==> src/rtl/gpio_debounce.sv <==
// gpio_debounce: 16-bit pad synchronizer with a prescaled, per-bit saturating-counter debouncer.
// Define GPIO_DEBOUNCE_EDGE_EN to build the registered rise/fall/anyEdge pulses; otherwise they are tied low.
module gpio_debounce #(
  parameter int DIV    = 1000,
  parameter int STABLE = 4
) (
  input  logic        clk,
  input  logic        rst_n,
  input  logic        en,
  input  logic [15:0] pinIn,
  output logic [15:0] debOut,
  output logic [15:0] rise,
  output logic [15:0] fall,
  output logic        anyEdge
);
  localparam int PW = DIV > 1 ? $clog2(DIV) : 1;
  localparam int CW = STABLE > 1 ? $clog2(STABLE) : 1;
  logic [15:0]   meta, sync, accept;
  logic [PW-1:0] pre;
  logic [CW-1:0] cnt [16];
  logic          tick;
  assign tick = en && pre == PW'(DIV - 1);
  // A bit flips on the STABLE-th consecutive tick that disagrees with debOut.
  always_comb begin
    accept = '0;
    for (int i = 0; i < 16; i++)
      accept[i] = tick && sync[i] != debOut[i] && cnt[i] == CW'(STABLE - 1);
  end
  always_ff @(posedge clk or negedge rst_n)
    if (!rst_n) begin
      meta <= '0;
      sync <= '0;
      pre  <= '0;
    end else begin
      meta <= pinIn;
      sync <= meta;
      pre  <= (!en || tick) ? '0 : pre + 1'b1;
    end
  always_ff @(posedge clk or negedge rst_n)
    if (!rst_n) begin
      debOut <= '0;
      for (int i = 0; i < 16; i++) cnt[i] <= '0;
    end else begin
      debOut <= debOut ^ accept;
      for (int i = 0; i < 16; i++)
        cnt[i] <= (!en || accept[i] || (tick && sync[i] == debOut[i])) ? '0 :
                  tick ? cnt[i] + 1'b1 : cnt[i];
    end
`ifdef GPIO_DEBOUNCE_EDGE_EN
  always_ff @(posedge clk or negedge rst_n)
    if (!rst_n) begin
      rise    <= '0;
      fall    <= '0;
      anyEdge <= 1'b0;
    end else begin
      rise    <= accept & ~debOut;
      fall    <= accept & debOut;
      anyEdge <= |accept;
    end
`else
  assign rise    = '0;
  assign fall    = '0;
  assign anyEdge = 1'b0;
`endif
endmodule

==> config.mk <==
export PLATFORM = sky130hd
export DESIGN_NAME = gpio_debounce
export DESIGN_NICKNAME = d
export VERILOG_FILES = /design/src/rtl/gpio_debounce.sv
export SDC_FILE = /design/constraint.sdc
export NUM_CORES = 1
export LEC_CHECK = 0
export CORE_ASPECT_RATIO = 1.25
export CORE_MARGIN = 8
export CORE_UTILIZATION = 40
export CTS_CLUSTER_SIZE = 8
export DETAILED_ROUTE_END_ITERATION = 10
export GPL_TIMING_DRIVEN = 0
export PLACE_DENSITY = 0.6
export SETUP_SLACK_MARGIN = 0.5
export SLEW_MARGIN = 10
export SYNTH_ARGS = -nofsm -noshare
export SYNTH_HDL_FRONTEND = slang
export SYNTH_SLANG_ARGS = --single-unit
export TNS_END_PERCENT = 30
==> constraint.sdc <==
create_clock -name clk -period 1.9 [get_ports clk]
set_input_delay 0.38 -clock clk [delete_from_list [all_inputs] [get_ports clk]]
set_output_delay 0.38 -clock clk [all_outputs]
set_load 0.02 [all_outputs]
==> results.cfg, run 1 <==
[status]
status = finished, final reports clean

[cts]
htree_num_levels = 3
holdBufCountCts = 0
clk_path_buf_depth = 2
cts_root_buf = clkbuf_16
clk_pin_slew_ns = 0.06
clock_latency_ns = 0.33
numCtsBuffers = 9
clock_sinks = 90
cts_tree = done

[setup_path]
r2r_end = debOut[5]$_DFF_PN0_
end_kind = flop
start_kind = flop
worstSetupPathType = reg -> reg
worstPathArrival_ns = 1.92
path_cells = ha_2, and3_4, and2_4, buf_8, buf_6, nand4_1, mux2_4
worstPathMaxFanout = 6
reg2regPathDepth = 7
reg2reg_slack_ns = 0.20
slowest_delay_ns = 0.35
required_ns = 2.12
cp_slowest_cell = dfrtp_1
worstReg2RegStart = pre[1]$_DFF_PN0_

[power_and_ir_drop]
internal_power_uw = 3130
leakagePower_uw = 0.00273
pwr-share-clk = 0.430
pwr-share-seq = 0.495
swShare = 0.218
combPwrFrac = 0.075
power.density_mw_per_mm2 = 722
vdd_drop_max_mv = 0.607
p_switching_uw = 873

[drt]
vias = 2903
ant_nets = 0
drt_iter0_markers = 184
firstDrtPassIters = 4
avgRoutedWirePerCell_microns = 15.7
drc = 0
viasPerCell = 4.90
wl_mm = 9.28

[place]
gp_congestion = 0.763
dp_hpwl_mm = 5.69
placed_area_sq_mm = 0.00468
io_buffers = 34

[layout]
nets = 496
nFillCells = 841
diodes = 0
stdcell_area_sq_mm = 0.00554
drive_gt1_frac = 0.300
area_growth_pct = 38.1
final_common_cell = dfrtp_1
postLayoutCoreUtil = 0.557
mostFrequentLayoutCells = 88 x dfrtp_1, 50 x buf_4, 33 x conb_1, 26 x nand3_1, 25 x nand3_2

[floorplan]
io_pins = 68
start_util = 0.403
fp.dieW_microns = 106
die_area_sq_mm = 0.0135
design.core.area_sq_mm = 0.00995
die_h_microns = 128
rows = 41

[run]
drv_cap = 0

[sta]
worstMarginPinSlew_ns = 0.579
max_clock_freq_ghz = 0.587
fin_worst_skew_ns = 0.00415
rsz0062_at_grt = yes
hold_viol = 0
max_slew_margin = 0.614
slew_viol_final = 0
fin_crit_sh = 0.897
period_needed_ns = 1.70
setup_viol = 0

[synthesis]
syn_area_per_cell_sq_um = 11.2
synth_flop_cell = dfrtp_1
synth_edf_count = 0
synth_cell_types = 36
synth_seq_cells = 90
yosysWarnings = 0
synthArstFlopShare = 1.00
synth_seq_area_share = 0.561
syn-instance-count = 357
syn-cell-area_sq_mm = 0.00401

[global_routing]
antenna_found_initial = 0
first_global_vias = 2993
grt_use_total = 0.141
gr-total-overflow = 0
grt_pass1_wl_mm = 15.2
grt_max_degree = 49

[hold_path]
hold_path.class = in -> async
[cells in the mapped netlist, drive strengths merged, types with 4 or more instances]
library cell	number	area, sq um
buf	42	322
nor2	8	30.0
mux2	16	180
ha	17	213
clkbuf	7	30.0
dfrtp	90	2250
and3	4	26.3
nor3	16	80.1
nand4	16	100
inv	16	60.1
nand2	21	78.8
xnor2	18	158
nand3	53	270
o21ai	16	80.1
[area by class of cell]
cell class	count	area [sq um]	area share
inverters	17	68.8	0.0124
clock inverters	3	40.0	0.00723
repair buffers	60	634	0.114
well taps	129	161	0.0291
clock buffers	12	246	0.0445
multi-input cells	233	1680	0.304
plain buffers	49	452	0.0815
flip-flops and latches	90	2250	0.407
[metrics by stage]
step	worst slack [ns]	setup TNS [ns]	hold slack, ns	power (uW)	std cells
finish	0.197	0	0.0470	4000	593
global route	0.131	0	0.0904	4150	593
CTS	0.195	0	0.0622	4040	587
detailed placement	-0.429	-7.48	0.336	2290	553
global placement	-2.79	-258.01	0.332	2280	552
floorplan	0.290	0	0.0844	2180	389
[worst max-delay path by stage]
stage / from / endpoint / slack, ns / cells past startpoint
2_1_floorplan: pre[0]$_DFF_PN0_ / debOut[10]$_DFF_PN0_ / 0.29 / 7
3_3_place_gp: rst_n / meta[0]$_DFF_PN0_ / -2.79 / 1
3_5_place_dp: en / cnt[21]$_DFFE_PN0P_ / -0.43 / 6
4_1_cts: pre[0]$_DFF_PN0_ / debOut[5]$_DFF_PN0_ / 0.19 / 7
5_1_grt: pre[1]$_DFF_PN0_ / debOut[5]$_DFF_PN0_ / 0.13 / 7
6_report: pre[1]$_DFF_PN0_ / debOut[5]$_DFF_PN0_ / 0.20 / 7
[state kept, by name, summed over array words and instances, names as in the netlist]
register,count
sync,16
debOut,16
pre,10
cnt,32
meta,16
[layer usage]
| layer | share of wire | vias up | routed length (microns) | track usage |
|---|---|---|---|---|
| met5 | 0 | - | 0 | 0 |
| met4 | 0.016 | 0 | 153 | 0.0622 |
| met3 | 0.061 | 11 | 567 | 0.0402 |
| met2 | 0.50 | 86 | 4680 | 0.235 |
| met1 | 0.42 | 1436 | 3880 | 0.166 |
| li1 | - | 1370 | - | - |
[power by group through the flow]
stage | sequential, uW | combinational [uW] | clock, uW
2_1_floorplan | 2010 | 168 | 0
4_1_cts | 1980 | 293 | 1770
3_5_place_dp | 2020 | 273 | 0
6_report | 1980 | 298 | 1720
3_3_place_gp | 2010 | 264 | 0
5_1_grt | 1980 | 328 | 1840
[worst max-delay path: cells and delay by family (launching register included)]
family	cells	cell delay [ns]
simple gates	3	0.48
flops	1	0.35
mux	1	0.32
buf+inv	2	0.25
fa+ha+maj	1	0.18
[logic make-up after synthesis]
kind of cell	share of synthesized area
xor gates and xnor gates	0.0459
buffers and inverters	0.104
DFF	0.561
and+or+nand+nor	0.163
muxes	0.0449
adders and majority gates	0.0530
AOI/OAI and AO/OA	0.0271
other	0.000935
[repair_timing]
action                                 4_1_cts  5_1_grt
pin swaps                                    4       11
gates cloned                                 4        0
setup endpoints to repair                   74       73
gates resized for setup                     98       15
setup buffers                               15        6
endpoints found under the hold margin        0        0
No activity file was read; power rests on OpenSTA's default activity.
==> inputs of run 2 (changes only) <==
Settings changed: CORE_UTILIZATION 40 to 45, MAX_ROUTING_LAYER set to met4, PLACE_DENSITY 0.6 to 0.66.
==> results.cfg, run 2 (synthesis results as in run 1) <==
[layout]
stdcell_area_sq_mm = 0.00531
largest_reg_flops = 32
nets = 488
diodes = 0
nFillCells = 716
top_register = cnt
mostFrequentLayoutCells = 88 x dfrtp_1, 43 x buf_4, 37 x nand3_1, 33 x conb_1, 21 x nand2_1
area_growth_pct = 32.4
drive_gt1_frac = 0.263
final_common_cell = dfrtp_1
instances_no_fill = 577

[hold_path]
hold_path.class = reg -> reg
hold_depth = 0

[global_routing]
grt_pass1_wl_mm = 14.5
grt_max_degree = 58
first_global_vias = 2973
antenna_found_initial = 0
gr-total-overflow = 0
grt_use_total = 0.156

[drt]
firstDrtPassIters = 4
ant_nets = 0
drc = 0
wl_mm = 8.95
vias = 2830
drt_iter0_markers = 138
avgRoutedWirePerCell_microns = 15.5
viasPerCell = 4.90

[sta]
fin_crit_sh = 0.897
slew_viol_final = 0
rsz0062_at_grt = yes
setup_viol = 0
postLayoutSetupSlackWorst_ns = 0.195
period_needed_ns = 1.70
max_clock_freq_ghz = 0.587
fin_worst_skew_ns = 0.00849
hold_viol = 0

[floorplan]
design.core.area_sq_mm = 0.00865
start_util = 0.464
rows = 38
die_h_microns = 122
io_pins = 68
fp.dieW_microns = 100
die_area_sq_mm = 0.0122

[setup_path]
reg2regPathDepth = 7
reg2reg_slack_ns = 0.20
required_ns = 2.15
worstSetupPathType = reg -> reg
worstPathMaxFanout = 6
worstReg2RegStart = pre[0]$_DFF_PN0_
crit_path_start = pre[0]$_DFF_PN0_
end_kind = flop
start_kind = flop
endpoint = debOut[4]$_DFF_PN0_
r2r_end = debOut[4]$_DFF_PN0_
worstPathArrival_ns = 1.95

[cts]
clk_pin_slew_ns = 0.09
htree_num_levels = 3
cts_root_buf = clkbuf_8
cts_tree = done
clock_latency_ns = 0.36
numCtsBuffers = 9
clk_path_buf_depth = 2
clock_sinks = 90

[place]
dp.cells = 544
pre_cts_slack_ns = -0.439
io_buffers = 34
dp_hpwl_mm = 5.55
gp_congestion = 0.802
placed_area_sq_mm = 0.00467

[power_and_ir_drop]
leakagePower_uw = 0.00265
vdd_drop_max_mv = 0.538
power_uw = 3670
power.density_mw_per_mm2 = 691

[status]
status = finished, final reports clean

[run]
drv_cap = 0
-- run 2: cell count changes in the layout (fill, tap and decap cells not counted), sizes merged --
cell	change
clkbuf	+3
dlygate4sd3	+1
clkinv	-2
buf	-9
-- run 2: per-layer routing --
layer | routed length, microns | GRT usage | up-vias
met4 | 187 | 0.0844 | 0
met5 | 0 | - | -
li1 | - | - | 1353
met1 | 3850 | 0.179 | 1390
met3 | 358 | 0.0274 | 17
met2 | 4550 | 0.256 | 70
-- run 2: final cells by class --
class | count | area (sq um) | area share
repair buffers | 52 | 571 | 0.107
flip-flops and latches | 90 | 2250 | 0.425
inverters | 17 | 68.8 | 0.0130
well taps | 120 | 150 | 0.0283
clock buffers | 15 | 186 | 0.0351
plain buffers | 49 | 434 | 0.0818
clock inverters | 1 | 30.0 | 0.00566
multi-input cells | 233 | 1620 | 0.304
-- run 2: how the worst min path moves through the flow --
stage | start | endpoint
after floorplan | rst_n | cnt[0]$_DFFE_PN0P_
after global placement | meta[4]$_DFF_PN0_ | sync[4]$_DFF_PN0_
after detailed placement | meta[15]$_DFF_PN0_ | sync[15]$_DFF_PN0_
after CTS | meta[2]$_DFF_PN0_ | sync[2]$_DFF_PN0_
after global routing | meta[7]$_DFF_PN0_ | sync[7]$_DFF_PN0_
final | meta[6]$_DFF_PN0_ | sync[6]$_DFF_PN0_
-- run 2: per-stage QoR --
| stage | TNS [ns] | hold WS, ns | utilization |
|---|---|---|---|
| floorplan | 0 | 0.0844 | - |
| global placement | -255.87 | 0.333 | 0.537 |
| detailed placement | -8.05 | 0.337 | 0.540 |
| CTS | 0 | 0.356 | 0.605 |
| global route | 0 | 0.358 | 0.614 |
| finish | 0 | 0.352 | 0.614 |
-- run 2: critical path: stages (launching register included) --
cell     delay (ns)
dfrtp_1        0.36
ha_2           0.19
and3_4         0.21
and2_4         0.14
buf_8          0.12
buf_6          0.13
nand4_1        0.12
mux2_4         0.31
-- run 2: what timing repair did --
action | 4_1_cts | 5_1_grt
buffers inserted | 11 | 2
gates cloned | 3 | 0
setup endpoints to repair | 74 | 72
hold buffers | 1 | 0
endpoints found under the hold margin | 33 | 0
resized for setup | 69 | 12
pin swaps | 5 | 6
-- run 2: report_power, final --
group          internal (uW)  total, uW  leakage [uW]  switching, uW
Clock                    754       1400      0.000110            644
Combinational            122        291       0.00136            169
Sequential              1950       1980       0.00118           22.3
==> inputs of run 3 (changes only) <==
Settings changed: CORE_UTILIZATION 45 to 53, PLACE_DENSITY 0.66 to 0.77.
==> results.cfg, run 3 (synthesis results as in run 1) <==
[setup_path]
worstPathArrival_ns = 1.99
start_kind = flop
end_kind = flop
required_ns = 2.16
worstSetupPathType = reg -> reg
worstPathMaxFanout = 7

[global_routing]
antenna_found_initial = 0
grt_pass1_wl_mm = 14.7
gr-total-overflow = 0
grt_use_total = 0.183
grt_max_degree = 55
first_global_vias = 3031

[drt]
wl_mm = 9.86
vias = 3006
ant_nets = 0
firstDrtPassIters = 5
viasPerCell = 5.42
drc = 0
avgRoutedWirePerCell_microns = 17.8
drt_iter0_markers = 268

[cts]
htree_num_levels = 3
cts_root_buf = clkbuf_8
clock_sinks = 90
clk_pin_slew_ns = 0.08
clk_path_buf_depth = 2
clock_latency_ns = 0.37
holdBufCountCts = 0
numCtsBuffers = 9
cts_tree = done

[place]
io_buffers = 34
gp_congestion = 0.811
dp_hpwl_mm = 5.50
dp.cells = 516

[floorplan]
design.core.area_sq_mm = 0.00736
start_util = 0.545
fp.dieW_microns = 93.8
io_pins = 68
rows = 35
die_area_sq_mm = 0.0106
die_h_microns = 113

[power_and_ir_drop]
combPwrFrac = 0.084
pwr-share-seq = 0.545
leakagePower_uw = 0.00268
vdd_drop_max_mv = 0.509
pwr-share-clk = 0.370
p_switching_uw = 858
internal_power_uw = 2770
swShare = 0.237
power.density_mw_per_mm2 = 681

[sta]
worstMarginPinSlew_ns = 0.692
rsz0062_at_grt = yes
fin_worst_skew_ns = 0.00925
max_clock_freq_ghz = 0.577
setup_viol = 0
slew_viol_final = 0
fin_crit_sh = 0.912
period_needed_ns = 1.73
hold_viol = 0
max_slew_margin = 0.539

[layout]
top_register = cnt
diodes = 0
drive_gt1_frac = 0.287
largest_reg_flops = 32
final_common_cell = dfrtp_1
nets = 494
area_growth_pct = 32.8
mostFrequentLayoutCells = 88 x dfrtp_1, 52 x buf_4, 38 x nand3_1, 33 x conb_1, 20 x nand2_1
instances_no_fill = 555
postLayoutCoreUtil = 0.724

[status]
status = finished, final reports clean

[hold_path]
hold_path.class = in -> async

[run]
drv_cap = 0
## run 3: changes by cell type in the layout (fill, tap and decap cells not counted), sizes merged
| cell | change |
|---|---|
| buf | +6 |
| dlygate4sd2 | -1 |
| dlygate4sd3 | -1 |
| inv | +1 |
| clkinvlp | +1 |
| dlymetal6s2s | +1 |
| clkbuf | -1 |
## run 3: cell type report
type,instances,area [sq um]
Inverter,17,68.8
Buffer,49,435
Fill cell,500,2030
Clock buffer,13,159
Tap cell,92,115
Multi-Input combinational cell,233,1650
Timing Repair Buffer,58,599
Sequential cell,90,2250
Clock inverter,3,46.3
## run 3: power by group through the flow
stage,Sequential (uW),Combinational (uW),Clock (uW)
CTS,1980,289,1370
detailed placement,2020,268,0
global route,1980,331,1460
floorplan,2010,168,0
global placement,2010,260,0
finish,1980,305,1340
## run 3: repair_timing
item / CTS / global route
setup endpoints to repair: 74 / 73
pin swaps: 7 / 6
setup buffers: 13 / 5
resized for setup: 59 / 36
cloned: 3 / 2
## run 3: worst paths after layout
path	start	end	slack (ns)	cells after the start
setup / recovery	pre[1]$_DFF_PN0_	debOut[4]$_DFF_PN0_	0.17	7
hold / removal	rst_n	meta[9]$_DFF_PN0_	0.05	1
setup reg to reg	pre[1]$_DFF_PN0_	debOut[4]$_DFF_PN0_	0.17	7
hold reg to reg	meta[14]$_DFF_PN0_	sync[14]$_DFF_PN0_	0.35	0
max in group asynchronous	rst_n	debOut[15]$_DFF_PN0_	1.22	2
min in group clk	meta[14]$_DFF_PN0_	sync[14]$_DFF_PN0_	0.35	0
## run 3: routing by layer
| layer | wire length (microns) | track usage | vias up |
|---|---|---|---|
| li1 | - | - | 1366 |
| met3 | 553 | 0.0391 | 25 |
| met4 | 332 | 0.113 | 0 |
| met5 | 0 | - | - |
| met2 | 5160 | 0.290 | 138 |
| met1 | 3820 | 0.205 | 1477 |
## run 3: critical path: stages (launching register included)
cell     delay [ns]
dfrtp_1        0.41
ha_4           0.15
and3_4         0.20
and2_4         0.15
buf_8          0.13
buf_8          0.13
nand4_1        0.14
mux2_4         0.32
## run 3: stage by stage
step	cell area (sq um)	worst slack [ns]	TNS, ns	total power, uW	hold slack [ns]
after floorplan	4160	0.290	0	2180	0.0844
after global placement	4610	-2.72	-250.55	2270	0.332
after detailed placement	4630	-0.408	-6.89	2280	0.336
after CTS	5120	0.205	0	3640	0.0657
after global routing	5330	0.109	0	3770	0.102
final	5330	0.166	0	3630	0.0512
